--- src/rtl/hazard_scheduler.sv ---
// Decode-stage hazard controller: RAW stall/bubble sequencing against a
// 3-entry writer scoreboard (EX/MEM/WB) plus a fixed branch/jump shadow.
module hazard_scheduler #(
  parameter int unsigned BR_BUBBLES = 3,
  parameter bit          WB_BYPASS  = 1'b1
) (
  input  logic        clk,
  input  logic        rst_n,
  input  logic [31:0] instr,
  input  logic        instr_valid,
  input  logic        ext_hold,
  output logic        stall,
  output logic        bubble,
  output logic        issue,
  output logic        state,
  output logic [15:0] stall_count
);

  localparam int unsigned REG_W    = 5;
  localparam int unsigned CNT_W    = 16;
  localparam int unsigned SH_W     = 3;
  localparam int unsigned SB_DEPTH = 3;

  localparam logic [5:0] OP_RTYPE = 6'b000000;
  localparam logic [5:0] OP_LW    = 6'b100011;
  localparam logic [5:0] OP_ADDI  = 6'b001000;
  localparam logic [5:0] OP_ORI   = 6'b001101;
  localparam logic [5:0] OP_SW    = 6'b101011;
  localparam logic [5:0] OP_BEQ   = 6'b000100;
  localparam logic [5:0] OP_BNE   = 6'b000101;
  localparam logic [5:0] OP_J     = 6'b000010;

  typedef enum logic {RUN = 1'b0, SHADOW = 1'b1} state_t;

  typedef struct packed {
    logic             valid;
    logic [REG_W-1:0] rnum;
  } sb_entry_t;

  state_t            state_q, state_d;
  logic [SH_W-1:0]   shadow_q, shadow_d;
  logic [CNT_W-1:0]  count_q, count_d;
  sb_entry_t         sb_q [SB_DEPTH];
  sb_entry_t         sb_new;
  logic              sb_shift;
  logic              cnt_inc;
  logic              stall_c, bubble_c, issue_c;

  logic [REG_W-1:0]  rs, rt, rd;
  logic [REG_W-1:0]  src_a, src_b, dst;
  logic              use_a, use_b, use_dst, is_branch, is_jump;
  logic              raw_c;
  logic              unused_bits;

  assign rs = instr[25:21];
  assign rt = instr[20:16];
  assign rd = instr[15:11];
  assign unused_bits = ^instr[10:0];

  // Opcode decode into source/destination register usage
  always_comb begin
    src_a     = rs;
    src_b     = rt;
    dst       = rd;
    use_a     = 1'b0;
    use_b     = 1'b0;
    use_dst   = 1'b0;
    is_branch = 1'b0;
    is_jump   = 1'b0;
    case (instr[31:26])
      OP_RTYPE: begin
        use_a = 1'b1; use_b = 1'b1; use_dst = 1'b1; dst = rd;
      end
      OP_LW, OP_ADDI, OP_ORI: begin
        use_a = 1'b1; use_dst = 1'b1; dst = rt;
      end
      OP_SW: begin
        use_a = 1'b1; use_b = 1'b1;
      end
      OP_BEQ, OP_BNE: begin
        use_a = 1'b1; use_b = 1'b1; is_branch = 1'b1;
      end
      OP_J:    is_jump = 1'b1;
      default: ;
    endcase
  end

  function automatic logic reg_hit(input logic [REG_W-1:0] r,
                                   input sb_entry_t e0,
                                   input sb_entry_t e1,
                                   input sb_entry_t e2);
    return (r != '0) &&
           ((e0.valid && (e0.rnum == r)) ||
            (e1.valid && (e1.rnum == r)) ||
            (!WB_BYPASS && e2.valid && (e2.rnum == r)));
  endfunction

  assign raw_c = instr_valid && (state_q == RUN) &&
                 ((use_a && reg_hit(src_a, sb_q[0], sb_q[1], sb_q[2])) ||
                  (use_b && reg_hit(src_b, sb_q[0], sb_q[1], sb_q[2])));

  // Next-state, handshake outputs and scoreboard/counter control
  always_comb begin
    state_d   = state_q;
    shadow_d  = shadow_q;
    count_d   = count_q;
    stall_c   = 1'b0;
    bubble_c  = 1'b0;
    issue_c   = 1'b0;
    sb_shift  = 1'b0;
    sb_new    = '0;
    cnt_inc   = 1'b0;
    case (state_q)
      RUN: begin
        if (ext_hold) begin
          stall_c = 1'b1;
        end else if (raw_c) begin
          stall_c  = 1'b1;
          bubble_c = 1'b1;
          sb_shift = 1'b1;
          cnt_inc  = 1'b1;
        end else if (!instr_valid) begin
          bubble_c = 1'b1;
          sb_shift = 1'b1;
        end else begin
          issue_c      = 1'b1;
          sb_shift     = 1'b1;
          sb_new.valid = use_dst && (dst != '0);
          sb_new.rnum  = dst;
          if (is_branch && (BR_BUBBLES != 0)) begin
            shadow_d = SH_W'(BR_BUBBLES);
            state_d  = SHADOW;
          end else if (is_jump) begin
            shadow_d = SH_W'(1);
            state_d  = SHADOW;
          end
        end
      end
      SHADOW: begin
        stall_c = 1'b1;
        if (!ext_hold) begin
          bubble_c = 1'b1;
          sb_shift = 1'b1;
          cnt_inc  = 1'b1;
          shadow_d = shadow_q - SH_W'(1);
          if (shadow_q <= SH_W'(1)) begin
            shadow_d = '0;
            state_d  = RUN;
          end
        end
      end
      default: state_d = RUN;
    endcase
    if (cnt_inc && (count_q != '1)) begin
      count_d = count_q + CNT_W'(1);
    end
  end

  always_ff @(posedge clk or negedge rst_n) begin
    if (!rst_n) begin
      state_q  <= RUN;
      shadow_q <= '0;
      count_q  <= '0;
      for (int i = 0; i < SB_DEPTH; i++) begin
        sb_q[i] <= '0;
      end
    end else begin
      state_q  <= state_d;
      shadow_q <= shadow_d;
      count_q  <= count_d;
      if (sb_shift) begin
        sb_q[2] <= sb_q[1];
        sb_q[1] <= sb_q[0];
        sb_q[0] <= sb_new;
      end
    end
  end

  // Pipeline controls are held inactive while in reset
  assign stall       = rst_n & stall_c;
  assign bubble      = rst_n & bubble_c;
  assign issue       = rst_n & issue_c;
  assign state       = state_q;
  assign stall_count = count_q;

endmodule

--- config.mk ---
export PLATFORM = sky130hd
export DESIGN_NAME = hazard_scheduler
export DESIGN_NICKNAME = d
export VERILOG_FILES = /design/src/rtl/hazard_scheduler.sv
export SDC_FILE = /design/constraint.sdc
export NUM_CORES = 1
export LEC_CHECK = 0
export ABC_AREA = 0
export CORE_ASPECT_RATIO = 0.6
export CORE_UTILIZATION = 35
export CTS_BUF_LIST = sky130_fd_sc_hd__clkbuf_8
export CTS_CLUSTER_SIZE = 10
export DETAILED_ROUTE_END_ITERATION = 10
export GPL_ROUTABILITY_DRIVEN = 0
export GPL_TIMING_DRIVEN = 1
export PLACE_DENSITY = 0.71
export SYNTH_ARGS = -nofsm -noshare
export SYNTH_HDL_FRONTEND = slang
export SYNTH_SLANG_ARGS = --single-unit
--- constraint.sdc ---
create_clock -name clk -period 4.15 [get_ports clk]
set_input_delay 0.415 -clock clk [delete_from_list [all_inputs] [get_ports clk]]
set_output_delay 0.415 -clock clk [all_outputs]
set_load 0.05 [all_outputs]
======== After elaboration in Yosys (flattened, before gate mapping) ========
Cells that the tools add are included.
W data, S select, Z words.
operators by class
  add/subtract/negate cells ............... 2
  magnitude comparators ................... 1
  equality and inequality tests ........... 17
  mux-type cells .......................... 40
  bitwise gates (word level) .............. 4
  reductions and logical operators ........ 25
operators by type and width
  cell                     number
  $mux W6                  4
  $mux W1                  23
  $mux W3                  7
  $eq A5 B5 Y1             4
  $add A16 B1 Y16 const B  1
  $ne A16 B16 Y1 const B   1
  $reduce_bool A5 Y1       3
  $eq A6 B3 Y1 const B     2
  $eq A6 B4 Y1 const B     2
  $eq A6 B6 Y1 const B     2
  $logic_and A1 B1 Y1      12
  $ne A2 B2 Y1 const B     4
  $pmux W1 S2              4
  $reduce_or A4 Y1         2
  $reduce_or A7 Y1         1
  $eq A6 B2 Y1 const B     1
  $logic_not A6 Y1         1
  $pmux W3 S2              1
  $mux W5                  1
  $reduce_and A5 Y1        1
  $and A1 B1 Y1            3
  $le A3 B1 Y1 const B     1
  $logic_or A1 B1 Y1       3
  $ne A3 B3 Y1 const B     1
  other kinds (4)          4
word-level totals
  register bits after elaboration ......... 32
  bits of input ports ..................... 36

======== Depth between registers and ports, before layout ========
Gate-level depths: netlist (run 1).
  depth in word-level cells ............... 11
  depth in mapped cells ................... 8
  gate-level depth less buffers ........... 7

======== Worst setup path before layout (run 1) ========
OpenSTA, ideal clock, no wires.
  path kind ............................... input to output
  start ................................... in instr[31]
  end ..................................... out bubble
  arrival ................................. 2631 ps
  required time ........................... 3735 ps
  slack ................................... 1104 ps
  cell stages on the path ................. 7
  cell sequence ........................... nor3_1 -> a21oi_2 -> o22ai_4 -> and3_1 -> o21a_1 -> nor3b_1 -> nor3b_1
on the way
  word-level cells in the longest chain between the ends .. 10
  elaborated cells between the ends (all ways) .. 19
  those cells by class .................... 6 x eq/ne; 5 x mux; 1 x bitwise; 7 x reduce/logical
RTL lines
  element                                                                       RTL line  RTL
  start, declared                                                               9         input logic [31:0] instr,
  $eq A6 B3 Y1, or another cell as far along                                    70        case (instr[31:26])
  $reduce_or A7 Y1 (no source line) / $reduce_or A4 Y1 (equally long branches)  n/a
  $mux W1                                                                       70
  $logic_and A1 B1 Y1, on equally long branches                                 99, 100
  $logic_or A1 B1 Y1 (*)                                                        99        ((use_a && reg_hit(src_a, sb_q[0], sb_q[1], sb_q[2])) ||
  $logic_and A1 B1 Y1 (*)                                                       98        assign raw_c = instr_valid && (state_q == RUN) &&
  $mux W1 (*)                                                                   117       end else if (raw_c) begin
  $mux W1 (*)                                                                   115       if (ext_hold) begin
  $pmux W1 S2 (*)                                                               113       case (state_q)
  $and A1 B1 Y1 (*)                                                             181       assign bubble = rst_n & bubble_c;
  end, declared                                                                 13        output logic bubble,
Mark *: on every way between the ends. The rest lies on a longest branch, timed or not.

======== Worst setup path after layout (run 1) ========
  start ................................... in instr[29]
  end ..................................... out stall
on the way
  word-level cells in the longest chain between the ends .. 10
  elaborated cells between the ends (all ways) .. 19
  those cells by class .................... 6 x eq/ne; 5 x mux; 1 x bitwise; 7 x reduce/logical
RTL lines
  element                                                                       RTL line  RTL
  $eq A6 B3 Y1, or another cell as far along                                    70
  $reduce_or A7 Y1 (no source line) / $reduce_or A4 Y1 (equally long branches)  n/a
  $mux W1                                                                       70
  $logic_and A1 B1 Y1, on equally long branches                                 99, 100
  $logic_or A1 B1 Y1 (*)                                                        99
  $logic_and A1 B1 Y1 (*)                                                       98
  $mux W1 (*)                                                                   117
  $mux W1 (*)                                                                   115
  $pmux W1 S2 (*)                                                               113
  $and A1 B1 Y1 (*)                                                             180       assign stall = rst_n & stall_c;
  end, declared                                                                 12        output logic stall,
Marked as above.

==> metrics.yaml, run 1 <==
grt_usage_pct: 17.59
p_total_w: 0.001158
hp-class: "in -> async"
syn-num-nets: 251
cts_sinks: 32
peakVddDrop_v: 0.0002384
reg2reg_depth: 7
slew_violations: 0
finClkSkew_ps: 6.144
routed_wl_mm: 4.907
leakagePower_nw: 0.9910
drt_iter0_drc: 125
dieHeight_um: 60.71
syn-cell-area_um2: 2011
dr.pass1.iters: 4
die_width_um: 99.85
arrival_ps: 3280
multiInputGateArea_um2: 1156
drive_gt1_share_pct: 10.34
worstSetupPathType: "in -> out"
row_count: 20
synth.avg_cell_area_um2: 9.484
drc: 0
port_buffers: 44
reg2reg_to: "stall_count[1]"
grt_pass1_wl_mm: 7.969
power.density_nw_per_um2: 437.1
area.sequential_um2: 800.8
ys_ff_latch: 32
clkLatencyLatePin_ps: 290
finalHoldViolations: 0
vias: 1775
regToRegSetupSlack_ps: 1820
worst_pin_slew_ps: 607.3
start_util_pct: 38.08
relSlewSlack_pct: 59.20
final_util_pct: 50.19
via_per_inst: 5.251
setup_tns_ps: 0
synth.distinct_cells: 38
cts.clk_slew.worst_paths_ps: 60
cp-startpoint: "instr[29]"
cts_made_buffers: 5
fillCellCount: 493
ys_seq_area_share_pct: 39.83
mostFrequentLayoutCell: "clkdlybuf4s50_1"
cts_hold_buf: 0
synth_warnings: 0
cts_tree: "yes"
syn_inst: 212
hpwlAfterDp_mm: 3.717
nets: 299
crit-reg2reg-launch: "sb_q[7]"
maxCapViolCount: 0
gr-total-overflow: 0
final_cell_mix: "44 x clkdlybuf4s50_1, 35 x xnor2_1, 32 x dfrtp_1"
wl_met2_mm: 1.968
dieArea_um2: 6062
crit_required_ps: 3730
cts_resized: 0
h-tree-depth: 2
crit_fanout: 9
cts_buffer_depth: 2
area_growth_pct: 31.80
diodes: 0
dr_wl_met3_um: 228
timing.final.crit_share_pct: 89.15
status: "completed"
crit_path_start_kind: "input port"
period_needed_ps: 3700
ios: 56
fmax_ghz: 0.2703
cts_root_buffer: "clkbuf_8"
crit_path_end: "stall"
met1_length_mm: 2.660
grt_max_degree: 29
wire_per_inst_um: 14.52
timing.final.ws_setup_ps: 450.1
pre_cts_ws_ps: 485.1
grt_pass1_vias: 1575
rsz0062_at_grt: "false"
cts_setup_buffers: 0
antenna_found_initial: 0
cp-end-kind: "output pin"
ant_nets: 0
top_layer_used: "met4"
setup_viol: 0
core_um2: 5280
cell type report:
type                       instances  share of cell area (%)
multi-input combinational        166                   43.63
sequential                        32                   30.22
timing repair buffer              46                   17.19
tap                               77                   3.636
clock buffer                       5                   2.597
clock inverter                     3                   1.464
inverter                           9                   1.275
sequential cells by signal, indices dropped and copies added, names as in the netlist:
| name | count |
|---|---|
| stall_count | 16 |
| sb_q | 12 |
| state | 1 |
| shadow_q | 3 |
critical path: stages:
cell and delay (ps):
clkdlybuf4s50_1 540, and4b_4 400, a21oi_2 50, o22ai_4 330
and3_1 230, o21a_1 200, nand2_1 80, a31oi_1 210
clkdlybuf4s50_1 830
cells by family (layout without fill, tap and decap cells):
group | after synthesis | in the layout | share of synthesized area (%)
mux | 13 | 13 | 6.908
fa+ha+maj | 3 | 3 | 1.867
simple gates | 84 | 84 | 22.03
xor+xnor | 35 | 35 | 15.25
compound gates | 31 | 31 | 11.45
buf+inv | 14 | 63 | 2.675
flops | 32 | 32 | 39.83
Yosys cell counts:
library cell / n / share of area [%]
a21oi_1: 5 / 1.2
a21oi_2: 1 / 0.44
a22o_1: 1 / 0.44
a22oi_1: 1 / 0.37
a311o_1: 1 / 0.50
a31oi_1: 1 / 0.31
and2_1: 2 / 0.62
and3_1: 2 / 0.62
and4_1: 3 / 1.3
and4b_4: 1 / 0.68
buf_2: 1 / 0.25
clkbuf_1: 4 / 0.75
dfrtp_1: 32 / 40
ha_1: 3 / 1.9
inv_1: 9 / 1.7
mux2_2: 7 / 3.9
mux2i_1: 6 / 3.0
nand2_1: 22 / 4.1
nand3_1: 13 / 3.2
nand3b_1: 1 / 0.37
nand4_1: 13 / 4.0
nor2_1: 11 / 2.1
nor3_1: 9 / 2.2
nor3b_1: 2 / 0.75
nor4_1: 2 / 0.62
o21a_1: 1 / 0.37
o21ai_0: 6 / 1.5
o21ai_2: 6 / 2.6
o21bai_1: 1 / 0.37
o22ai_1: 2 / 0.62
o22ai_4: 1 / 1.0
o311ai_0: 2 / 0.87
o31ai_1: 1 / 0.37
o41ai_1: 1 / 0.44
or2_2: 1 / 0.31
or4_1: 1 / 0.37
or4b_4: 1 / 0.68
xnor2_1: 35 / 15
stage by stage:
stage,area (um^2),instances,hold slack [ps]
2_1_floorplan,2011,212,119.4
3_3_place_gp,2542,330,482.3
3_5_place_dp,2542,330,488.6
4_1_cts,2650,338,372.8
5_1_grt,2650,338,386.0
6_report,2650,338,370.2
power breakdown:
part,total (W),switching (W),internal (W),leakage (nW)
logic,0.000419,0.000246,0.000173,0.509
clock network,0.000292,0.000116,0.000176,0.0593
registers,0.000448,0.0000806,0.000367,0.423
total,0.00116,0.000442,0.000716,0.991
how the worst min path moves through the flow:
stage,slack (ps),start,depth (start not counted),endpoint
finish,370,rst_n,1,sb_q[7]
global route,390,rst_n,1,sb_q[7]
CTS,370,rst_n,1,sb_q[7]
detailed placement,490,stall_count[9],1,stall_count[9]
floorplan,120,rst_n,0,sb_q[10]
global placement,480,stall_count[10],1,stall_count[10]
layer usage:
metal / global-route usage, % / up-vias
met1: 26.79 / 857
met2: 23.25 / 48
met3: 4.839 / 10
met5: 0 / -
li1: - / 860
met4: 6.513 / 0
(Power assumes the default switching activity.)
==> run 2, diff against run 1 <==
--- a/config.mk
+++ b/config.mk
@@ -13,7 +13,7 @@
 export DETAILED_ROUTE_END_ITERATION = 10
 export GPL_ROUTABILITY_DRIVEN = 0
 export GPL_TIMING_DRIVEN = 1
-export PLACE_DENSITY = 0.71
+export PLACE_DENSITY = 0.74
 export SYNTH_ARGS = -nofsm -noshare
 export SYNTH_HDL_FRONTEND = slang
 export SYNTH_SLANG_ARGS = --single-unit
==> constraint.sdc (replaced) <==
create_clock -name clk -period 3.2 [get_ports clk]
set_input_delay 0.32 -clock clk [delete_from_list [all_inputs] [get_ports clk]]
set_output_delay 0.32 -clock clk [all_outputs]
set_load 0.05 [all_outputs]
==> metrics.yaml, run 2 (synthesis gave the netlist of run 1 again) <==
largest_reg_flops: 16  # unchanged
top_layer_used: "met4"
cp_slowest_cell: "clkdlybuf4s50_1"
grt_max_degree: 34  # +17%
reg2reg_to: "stall_count[5]"
mostFrequentLayoutCell: "clkdlybuf4s50_1"
crit_required_ps: 2880  # -850 ps
hpwlAfterDp_mm: 3.921  # +5.5%
setup_tns_ps: 0  # unchanged
ant_nets: 0  # unchanged
dr_wl_met3_um: 331  # +45%
cp-startpoint: "instr[31]"
status: "completed"
wl_met2_mm: 1.848  # -6.1%
arrival_ps: 2630  # -650 ps
met1_length_mm: 2.702  # +1.6%
setup_viol: 0  # unchanged
crit_path_start_kind: "input port"
cts_sinks: 32  # unchanged
drc: 0  # unchanged
leakagePower_nw: 1.021  # +3.0%
final_cell_mix: "41 x clkdlybuf4s50_1, 35 x xnor2_1, 32 x dfrtp_1"
cts_root_buffer: "clkbuf_8"
via_per_inst: 5.070  # -3.5%
routed_wl_mm: 4.965  # +1.2%
wire_per_inst_um: 14.52  # about the same
antenna_found_initial: 0  # unchanged
diodes: 0  # unchanged
row_count: 20  # unchanged
start_util_pct: 38.08  # unchanged
crit_path_end: "bubble"
regToRegSetupSlack_ps: 990  # -830 ps
peakVddDrop_v: 0.0003707  # +55%
cp.buffers_inverters: 2  # unchanged
cts_setup_buffers: 0  # unchanged
slew_violations: 0  # unchanged
finClkSkew_ps: 8.220  # +2.075 ps
h-tree-depth: 2  # unchanged
hp-class: "in -> async"
clkLatencyLatePin_ps: 290  # about the same
path_common_cell: "nor3b_1"
grt_usage_pct: 18.74  # +1.2 points
area_growth_pct: 33.91
area.sequential_um2: 800.8  # unchanged
vias: 1734  # -2.3%
cts_tree: "yes"
worst_pin_slew_ps: 572.7  # -34.67 ps
dr.pass1.iters: 4  # unchanged
crit_chain: "clkdlybuf4s50_1, nor3_1, a21oi_2, o22ai_4, and3_1, o21a_1, nor3b_1, nor3b_1, buf_12"
cts_buffer_depth: 2  # unchanged
relSlewSlack_pct: 61.53  # +2.3 points
die_width_um: 99.85  # unchanged
crit_fanout: 9  # unchanged
grt_pass1_wl_mm: 8.411  # +5.5%
multiInputGateArea_um2: 1156  # unchanged
fillCellCount: 486  # -1.4%
port_buffers: 44  # unchanged
dieArea_um2: 6062  # unchanged
worstSetupPathType: "in -> out"
final_util_pct: 51.00  # +0.81 points
drive_gt1_share_pct: 12.45  # +2.1 points
ios: 56  # unchanged
crit-reg2reg-launch: "sb_q[6]"
cp-end-kind: "output pin"
path_depth: 9  # unchanged
reg2reg_depth: 8  # +1
gr-total-overflow: 0  # unchanged
timing.final.crit_share_pct: 92.18
dieHeight_um: 60.71  # unchanged
power.density_nw_per_um2: 544.8  # +25%
period_needed_ps: 2950
cts_made_buffers: 5  # unchanged
cts.clk_slew.worst_paths_ps: 60  # about the same
drt_iter0_drc: 139  # +11%
p_total_w: 0.001467  # +27%
crit_path_max_incr_delay_ps: 510  # -320 ps
fmax_ghz: 0.3390
rsz0062_at_grt: "false"
cts_hold_buf: 0  # unchanged
core_um2: 5280  # unchanged
finalHoldViolations: 0  # unchanged
maxCapViolCount: 0  # unchanged
cp_top_family: "simple AND/OR/NAND/NOR gates"
nets: 303  # +1.3%
cts_resized: 0  # unchanged
grt_pass1_vias: 1657  # +5.2%
run 2: cell count changes in the layout (fill, tap and decap cells not counted), sizes merged:
cell           change
buf                +7
clkdlybuf4s50      -3
bufinv             -1
clkbuf             +1
clkinv             -1
inv                +1
run 2: worst reg2reg max path: stages, from the launching register on:
cell	delay, ps
dfrtp_1	420
xnor2_1	230
nand4_1	160
o22ai_1	180
a22o_1	210
a311o_1	420
buf_4	220
nand4_1	110
xnor2_1	150
run 2: where the power goes:
group	internal [W]	switching [W]	leakage, nW
clock	0.000169	0.000152	0.0538
sequential	0.000476	0.000105	0.423
combinational	0.000241	0.000324	0.544
total	0.000887	0.000580	1.02
run 2: how the worst min path moves through the flow:
stage / start / endpoint / slack (ps) / depth (start not counted)
final: rst_n / sb_q[15] / 210 / 1
after global routing: rst_n / sb_q[15] / 220 / 1
after CTS: rst_n / sb_q[15] / 200 / 1
after detailed placement: stall_count[10] / stall_count[10] / 490 / 1
after global placement: stall_count[10] / stall_count[10] / 480 / 1
after floorplan: rst_n / sb_q[10] / 20 / 0
run 2: area by class of cell:
| cell class | count | share of cell area [%] |
|---|---|---|
| Timing Repair Buffer | 50 | 19.14 |
| Tap cell | 77 | 3.578 |
| Sequential cell | 32 | 29.74 |
| Multi-Input combinational cell | 166 | 42.94 |
| Clock buffer | 6 | 3.067 |
| Clock inverter | 2 | 0.2788 |
| Inverter | 9 | 1.255 |
run 2: metrics by stage:
step	std cells	hold WS (ps)	setup WS [ps]	area (um^2)
2_1_floorplan	212	24.41	344.2	2011
5_1_grt	342	220.6	55.70	2693
3_3_place_gp	334	484.6	253.6	2603
4_1_cts	342	202.2	214.2	2693
6_report	342	208.6	250.1	2693
3_5_place_dp	334	488.8	232.0	2603
run 2: per-layer routing:
layer  track usage (%)  vias up
li1                  -      864
met1             29.44      808
met2             24.24       54
met3             3.917        8
met4             7.773        0
met5                 0        -
